[src/rtl/sram_arbiter_pkg.sv]
// Shared constants for the SRAM arbiter: requester ownership encoding and SRAM timing.
package sram_arbiter_pkg;

    typedef enum logic {
        OWN_INST = 1'b0,
        OWN_DATA = 1'b1
    } owner_e;

    localparam int SRAM_RD_LATENCY = 1;

    function automatic logic [3:0] wenFor(input logic isWrite, input logic [3:0] strb);
        return isWrite ? strb : 4'b0000;
    endfunction

endpackage

[src/rtl/sram_arbiter_dfflr.sv]
// Load-enabled flop with asynchronous active-low clear, used for all arbiter state.
module sram_arbiter_dfflr #(
    parameter int DW = 1
) (
    input  logic          clk_i,
    input  logic          rst_ni,
    input  logic          lden_i,
    input  logic [DW-1:0] dnxt_i,
    output logic [DW-1:0] qout_o
);

    always_ff @(posedge clk_i or negedge rst_ni) begin
        if (!rst_ni) begin
            qout_o <= '0;
        end else if (lden_i) begin
            qout_o <= dnxt_i;
        end
    end

endmodule

[src/rtl/sram_arbiter.sv]
// Two-requester arbiter in front of a single-port synchronous SRAM; data wins unless
// an instruction fetch has already waited through STARVE_MAX consecutive data grants.
module sram_arbiter
    import sram_arbiter_pkg::*;
#(
    parameter int AW         = 32,
    parameter int DW         = 32,
    parameter int STARVE_MAX = 4
) (
    input  logic          clk,
    input  logic          reset,

    input  logic          inst_req,
    input  logic [AW-1:0] inst_addr,
    output logic          inst_addr_ok,
    output logic          inst_data_ok,
    output logic [DW-1:0] inst_rdata,

    input  logic          data_req,
    input  logic          data_wr,
    input  logic [3:0]    data_wstrb,
    input  logic [AW-1:0] data_addr,
    input  logic [DW-1:0] data_wdata,
    output logic          data_addr_ok,
    output logic          data_data_ok,
    output logic [DW-1:0] data_rdata,

    output logic          sram_en,
    output logic [3:0]    sram_wen,
    output logic [AW-1:0] sram_addr,
    output logic [DW-1:0] sram_wdata,
    input  logic [DW-1:0] sram_rdata
);

    localparam int CW = (STARVE_MAX > 0) ? $clog2(STARVE_MAX + 1) : 1;
    localparam logic [CW-1:0] CNT_MAX = CW'(STARVE_MAX);

    logic          instGrant;
    logic          dataGrant;
    logic          anyGrant;
    logic [CW-1:0] starveCnt_d;
    logic [CW-1:0] starveCnt_q;
    owner_e        respOwner_d;
    logic          respOwner_q;
    logic          respVld_q;
    logic          respWr_q;

    // Grants are qualified by reset so nothing reaches the SRAM while reset is held.
    always_comb begin
        dataGrant = 1'b0;
        instGrant = 1'b0;
        if (reset) begin
            dataGrant = data_req && !(inst_req && (starveCnt_q == CNT_MAX));
            instGrant = inst_req && !dataGrant;
        end
        anyGrant    = instGrant || dataGrant;
        respOwner_d = dataGrant ? OWN_DATA : OWN_INST;
    end

    always_comb begin
        starveCnt_d = starveCnt_q;
        if (!inst_req || instGrant) begin
            starveCnt_d = '0;
        end else if (dataGrant && (starveCnt_q != CNT_MAX)) begin
            starveCnt_d = starveCnt_q + 1'b1;
        end
    end

    sram_arbiter_dfflr #(.DW(CW)) uStarveCnt (
        .clk_i  (clk),
        .rst_ni (reset),
        .lden_i (1'b1),
        .dnxt_i (starveCnt_d),
        .qout_o (starveCnt_q)
    );

    sram_arbiter_dfflr #(.DW(1)) uRespVld (
        .clk_i  (clk),
        .rst_ni (reset),
        .lden_i (1'b1),
        .dnxt_i (anyGrant),
        .qout_o (respVld_q)
    );

    sram_arbiter_dfflr #(.DW(1)) uRespOwner (
        .clk_i  (clk),
        .rst_ni (reset),
        .lden_i (anyGrant),
        .dnxt_i (respOwner_d),
        .qout_o (respOwner_q)
    );

    sram_arbiter_dfflr #(.DW(1)) uRespWr (
        .clk_i  (clk),
        .rst_ni (reset),
        .lden_i (anyGrant),
        .dnxt_i (dataGrant && data_wr),
        .qout_o (respWr_q)
    );

    always_comb begin
        inst_addr_ok = instGrant;
        data_addr_ok = dataGrant;
        sram_en      = anyGrant;
        sram_wen     = wenFor(dataGrant && data_wr, data_wstrb);
        sram_addr    = '0;
        sram_wdata   = '0;
        if (dataGrant) begin
            sram_addr  = data_addr;
            sram_wdata = data_wdata;
        end else if (instGrant) begin
            sram_addr  = inst_addr;
        end
    end

    // Response side: the SRAM word arrives one cycle after issue and goes to the owner only.
    always_comb begin
        inst_data_ok = respVld_q && (respOwner_q == OWN_INST);
        data_data_ok = respVld_q && (respOwner_q == OWN_DATA);
        inst_rdata   = inst_data_ok ? sram_rdata : '0;
        data_rdata   = (data_data_ok && !respWr_q) ? sram_rdata : '0;
    end

endmodule

[config.mk]
export PLATFORM = sky130hd
export DESIGN_NAME = sram_arbiter
export DESIGN_NICKNAME = d
export VERILOG_FILES = /design/src/rtl/sram_arbiter_pkg.sv /design/src/rtl/sram_arbiter_dfflr.sv /design/src/rtl/sram_arbiter.sv
export SDC_FILE = /design/constraint.sdc
export NUM_CORES = 1
export LEC_CHECK = 0
export CAP_MARGIN = 20
export CORE_AREA = 2 2 108 110
export DETAILED_ROUTE_END_ITERATION = 8
export DIE_AREA = 0 0 110 112
export HOLD_SLACK_MARGIN = 0.15
export SYNTH_ARGS = -nofsm -noshare
export SYNTH_HDL_FRONTEND = slang
export SYNTH_HIERARCHICAL = 1
export SYNTH_SLANG_ARGS = --single-unit
[constraint.sdc]
create_clock -name clk -period 1.96 [get_ports clk]
set_input_delay 0.392 -clock clk [delete_from_list [all_inputs] [get_ports clk]]
set_output_delay 0.392 -clock clk [all_outputs]
set_load 0.005 [all_outputs]
# Word-level counts from Yosys, hierarchy flattened
# Index checks and enable logic that the tools add are counted.
dict set report classes {
  n_addsub 1
  eq_ne 2
  muxes 11
  bitwise 1
  n_reduce_logical 15
}
# operator n
set ops {}
lappend ops {{32-bit 2-to-1 mux} 5}
lappend ops {{1-bit logical AND} 8}
lappend ops {{3-bit 2-to-1 mux} 2}
lappend ops {{1-bit logical NOT} 4}
lappend ops {{4-bit 2-to-1 mux} 1}
lappend ops {{3-bit by 1-bit adder with 3-bit output, second input constant} 1}
lappend ops {{3-bit equality test, second input constant} 1}
lappend ops {{1-bit 2-to-1 mux} 3}
lappend ops {{3-bit != test, second input constant} 1}
lappend ops {{1-bit logical OR} 2}
lappend ops {{2-bit nonzero test} 1}
lappend ops {{1-bit NOT} 1}
dict set report totals {
  reg_bits 6
  output_inout_bits 137
  word_cells 34
}

# Depth between registers and ports, before layout
dict set report logic_depth {
  word_depth 9
  ltp_mapped 6
  depth_no_buf 6
}

# Hierarchy
# Netlist, hierarchy kept.
# module instances cells_each area_each_um2
set by_module_without_submodules {}
lappend by_module_without_submodules {sram_arbiter 1 175 1204.9}
lappend by_module_without_submodules {{sram_arbiter_dfflr (uRespOwner ...)} 3 2 40.0}
lappend by_module_without_submodules {{sram_arbiter_dfflr (uStarveCnt)} 1 6 108.9}

# Worst setup path before layout
# Ideal clock, no wire load.
dict set report synth_path {
  kind {register to output}
  startpoint {register uStarveCnt.qout_o[0]}
  endpoint {output sram_addr[22]}
  t_arrival_ns 1.360
  required_ns 1.568
  slack_ns 0.208
  path_stages_with_launch 7
  path_cell_list {dfrtp_1 -> inv_1 -> ha_1 -> nand2_1 -> a21oi_2 -> buf_2 -> a22o_1}
}
dict set report synth_via {
  elab_chain_len 9
}
# item line_no
set synth_rtl {}
lappend synth_rtl {{from (decl)} sram_arbiter_dfflr.sv:9} ;# output logic [DW-1:0] qout_o
lappend synth_rtl {{from (signal assigned)} sram_arbiter_dfflr.sv:16} ;# qout_o <= dnxt_i;
lappend synth_rtl {{3-bit equality test} sram_arbiter.sv:53} ;# dataGrant = data_req && !(inst_req && (starveCnt_q == CNT_MAX));
lappend synth_rtl {{1-bit logical AND} sram_arbiter.sv:53}
lappend synth_rtl {{1-bit logical NOT} sram_arbiter.sv:53}
lappend synth_rtl {{1-bit logical AND} sram_arbiter.sv:53}
lappend synth_rtl {{1-bit logical NOT} sram_arbiter.sv:54} ;# instGrant = inst_req && !dataGrant;
lappend synth_rtl {{1-bit logical AND} sram_arbiter.sv:54}
lappend synth_rtl {{1-bit 2-to-1 mux} sram_arbiter.sv:52} ;# if (reset) begin
lappend synth_rtl {{via inst_addr_ok} sram_arbiter.sv:15} ;# output logic inst_addr_ok,
lappend synth_rtl {{32-bit 2-to-1 mux} sram_arbiter.sv:111} ;# end else if (instGrant) begin
lappend synth_rtl {{32-bit 2-to-1 mux} sram_arbiter.sv:108} ;# if (dataGrant) begin
lappend synth_rtl {{to (decl)} sram_arbiter.sv:30} ;# output logic [AW-1:0] sram_addr,
# The timed path passes the listed nets, and every way through them passes these cells.

# Worst setup path in the final report
dict set report layout_path {
  startpoint {register uStarveCnt.qout_o[0]}
  endpoint {output sram_addr[21]}
}
dict set report layout_via {
  elab_chain_len 9
}
# item line_no
set layout_rtl {}
lappend layout_rtl {{3-bit equality test *} sram_arbiter.sv:53}
lappend layout_rtl {{1-bit logical AND *} sram_arbiter.sv:53}
lappend layout_rtl {{1-bit logical NOT *} sram_arbiter.sv:53}
lappend layout_rtl {{1-bit logical AND *} sram_arbiter.sv:53}
lappend layout_rtl {{1-bit logical NOT} sram_arbiter.sv:54}
lappend layout_rtl {{1-bit logical AND} sram_arbiter.sv:54}
lappend layout_rtl {{1-bit 2-to-1 mux} sram_arbiter.sv:52}
lappend layout_rtl {{32-bit 2-to-1 mux} sram_arbiter.sv:111}
lappend layout_rtl {{32-bit 2-to-1 mux *} sram_arbiter.sv:108}
# Mark *: on every way between the ends. The rest lies on a longest branch, timed or not.

==> metrics.txt <==
Tmin final 2.169 ns; Sw Share 26.41%; # IOs about 270; clk slew on worst S/H paths around 0.04 ns; RSZ-0062 raised after global routing yes; cells along the critical path inv_2 > ha_4 > a31oi_4 > buf_6 > buf_8 > buf_16 > buf_6 > a22o_1 > buf_2; final hold viol count 0; yosys warns 6; highest cell delay on the worst timing path 0.38 ns; mapped cell area about 1400 um^2; Setup WS pre-CTS -0.5797 ns; Final period util 110.7%; diode count 0; NetSw ~0.38 mW; Fill cells 1114; largest net degree at the start of global routing 33; Worst IR Drop VDD 250.5 uV; Final Util between 40 and 50%; vias 2625; share of cells above drive strength 1 about a third; Root Buffer clkbuf_16; Crit Path Category reg -> out; worst reg2reg path endpoint uStarveCnt/qout_o[0]; vias in the first global route 2749; Final HPWL DP 7606 um; Max Root-Sink Buffers 2; Clock power frac a little under a quarter; most used cell, CP buf_6; r2r setup slk 0.14 ns; Placed Cells 609; cells after synthesis 187; clock skew 0.002354 ns; clk_lat worst skew 0.23 ns; Non-Filler Instances 650; final setup fails 54; critical path fanouts, max 7; core footprint 11170 um^2; max_cap viols 0; vias per cell 4.038; Hold Crit Class in -> async; crit end category output port; Pre-antenna DRT Iters 4; nets@finish between 600 and 700; drt wl/cell 15.48 um; failing checks negative setup slack; routed wire length 10060 um; Sequential Power Share around a tenth; Leakage ~2.5 nW; pwr dens 290.9 nW/um^2; count of cell types in the netlist 25; cts hold-fix bufs 0; syn_area_per_cell 7.668 um^2; R2R Path Start uStarveCnt/qout_o[0]; R2R cell count 10; most common cell after layout, fill and taps aside clkdlybuf4s50_1; total grt overflow 0; Die H around 110 um; ANT nets after route 0; first-pass GRT wire length 14210 um; post-synthesis sequential area ratio 10.47%; die area 12320 um^2; Int Power 1.049 mW; Peak Freq roughly 460 MHz; drt initial violations 69; Slew Viols, Final 0; FP Rows 39; GRT Overall Usage 14.78%; CP startpoint kind flop; final worst slack -0.2093 ns; Synth Register Bits 6; status complete, but fails checks; CTS tree done; most frequent cells in the layout 135 x clkdlybuf4s50_1, 76 x and2_1, 42 x buf_6; area grow syn2layout 241.8%; input/output buffers 273; Worst EP arrival 1.78 ns; Required @ worst endpoint 1.57 ns; Logic pwr share 67.0%; Final GP Congestion 0.9118; clock net sink count 6; total power approximately 1.4 mW; CTS buffer count 3; CP max-delay cell dfrtp_1; Initial Util 12.83%; initial antenna violation count 0; chip width 110 um; H-tree Lvls 1; DRC 0
[Yosys cell counts (all sizes together)]
cell,instances,area share (%)
conb,1,0.26
buf,10,6.5
and2,98,43
nand2,4,1.2
mux2,6,5.5
o21ai,1,0.35
a21boi,2,1.0
o21a,1,0.52
a22o,32,20
inv,3,0.79
a31oi,1,1.5
ha,2,1.7
clkbuf,6,1.6
dfrtp,6,10
and3,4,1.7
nand4,1,0.44
and2b,1,0.52
nor2,3,0.79
a21oi,1,0.61
nor3b,2,1.0
nand4b,1,0.61
nor2b,1,0.44
[sequential cells by signal, indices dropped and copies added, names as in the netlist]
name,flops
uStarveCnt/qout_o,3
uRespWr/qout_o,1
uRespVld/qout_o,1
uRespOwner/qout_o,1
[power groups by stage]
stage               Sequential [mW]  Clock (mW)  Combinational [mW]
finish                        0.141       0.330               0.955
global route                  0.142       0.352                1.02
CTS                           0.141       0.338               0.921
detailed placement            0.140           0               0.873
global placement              0.140           0               0.864
floorplan                     0.139           0               0.233
[area by class of cell]
class	count	area [um^2]	area share, %
Clock buffer	3	75.07	1.532
Multi-Input combinational cell	165	1277	26.07
Inverter	3	11.26	0.2298
Sequential cell	6	150.1	3.064
Tap cell	143	178.9	3.651
Timing Repair Buffer	330	3208	65.46
[worst max-delay path, delay by kind of cell (launching register included)]
kind / cells / cell delay (ns)
flip-flops: 1 / 0.38
buffers and inverters: 6 / 0.72
AO/OA/AOI/OAI: 2 / 0.28
adder cells (fa/ha/maj): 1 / 0.17
[worst max-delay path by stage]
stage / from / endpoint / slack, ns / cells past startpoint
2_1_floorplan: uStarveCnt/qout_o[0] / sram_addr[22] / 0.21 / 6
3_3_place_gp: reset / sram_wdata[30] / -0.59 / 6
3_5_place_dp: reset / sram_addr[10] / -0.58 / 6
4_1_cts: uStarveCnt/qout_o[0] / sram_addr[15] / -0.19 / 9
5_1_grt: uStarveCnt/qout_o[0] / sram_addr[21] / -0.29 / 9
6_report: uStarveCnt/qout_o[0] / sram_addr[21] / -0.21 / 9
[per-layer routing]
metal / part of all wire (%) / global-route usage, % / vias up
met2: 57 / 29.16 / 124
met3: 7.7 / 3.571 / 6
met5: 0 / 0 / -
met4: 0.84 / 2.869 / 0
li1: - / - / 1273
met1: 35 / 15.34 / 1222
[stage by stage]
step	hold WS, ns	TNS [ns]	area (um^2)
detailed placement	0.5163	-38.05	4420
CTS	0.2676	-7.571	4795
global placement	0.4947	-38.19	4420
finish	0.2790	-5.936	4901
global route	0.2841	-10.42	4901
floorplan	0.09641	0	1445
[logic make-up after synthesis]
kind of cell    share of synthesized area (%)
simple gates                            49.56
mux                                     5.497
fa+ha+maj                               1.745
compound gates                          23.56
flops                                   10.47
buf+inv                                 8.900
other cells                            0.2615
[what timing repair did]
item,4_1_cts,5_1_grt
endpoints found under the setup margin,135,113
buffers inserted,28,9
gates cloned,4,5
pin swaps,43,10
gates resized for setup,403,66
endpoints found under the hold margin,0,0
No activity file was read; power rests on OpenSTA's default activity.
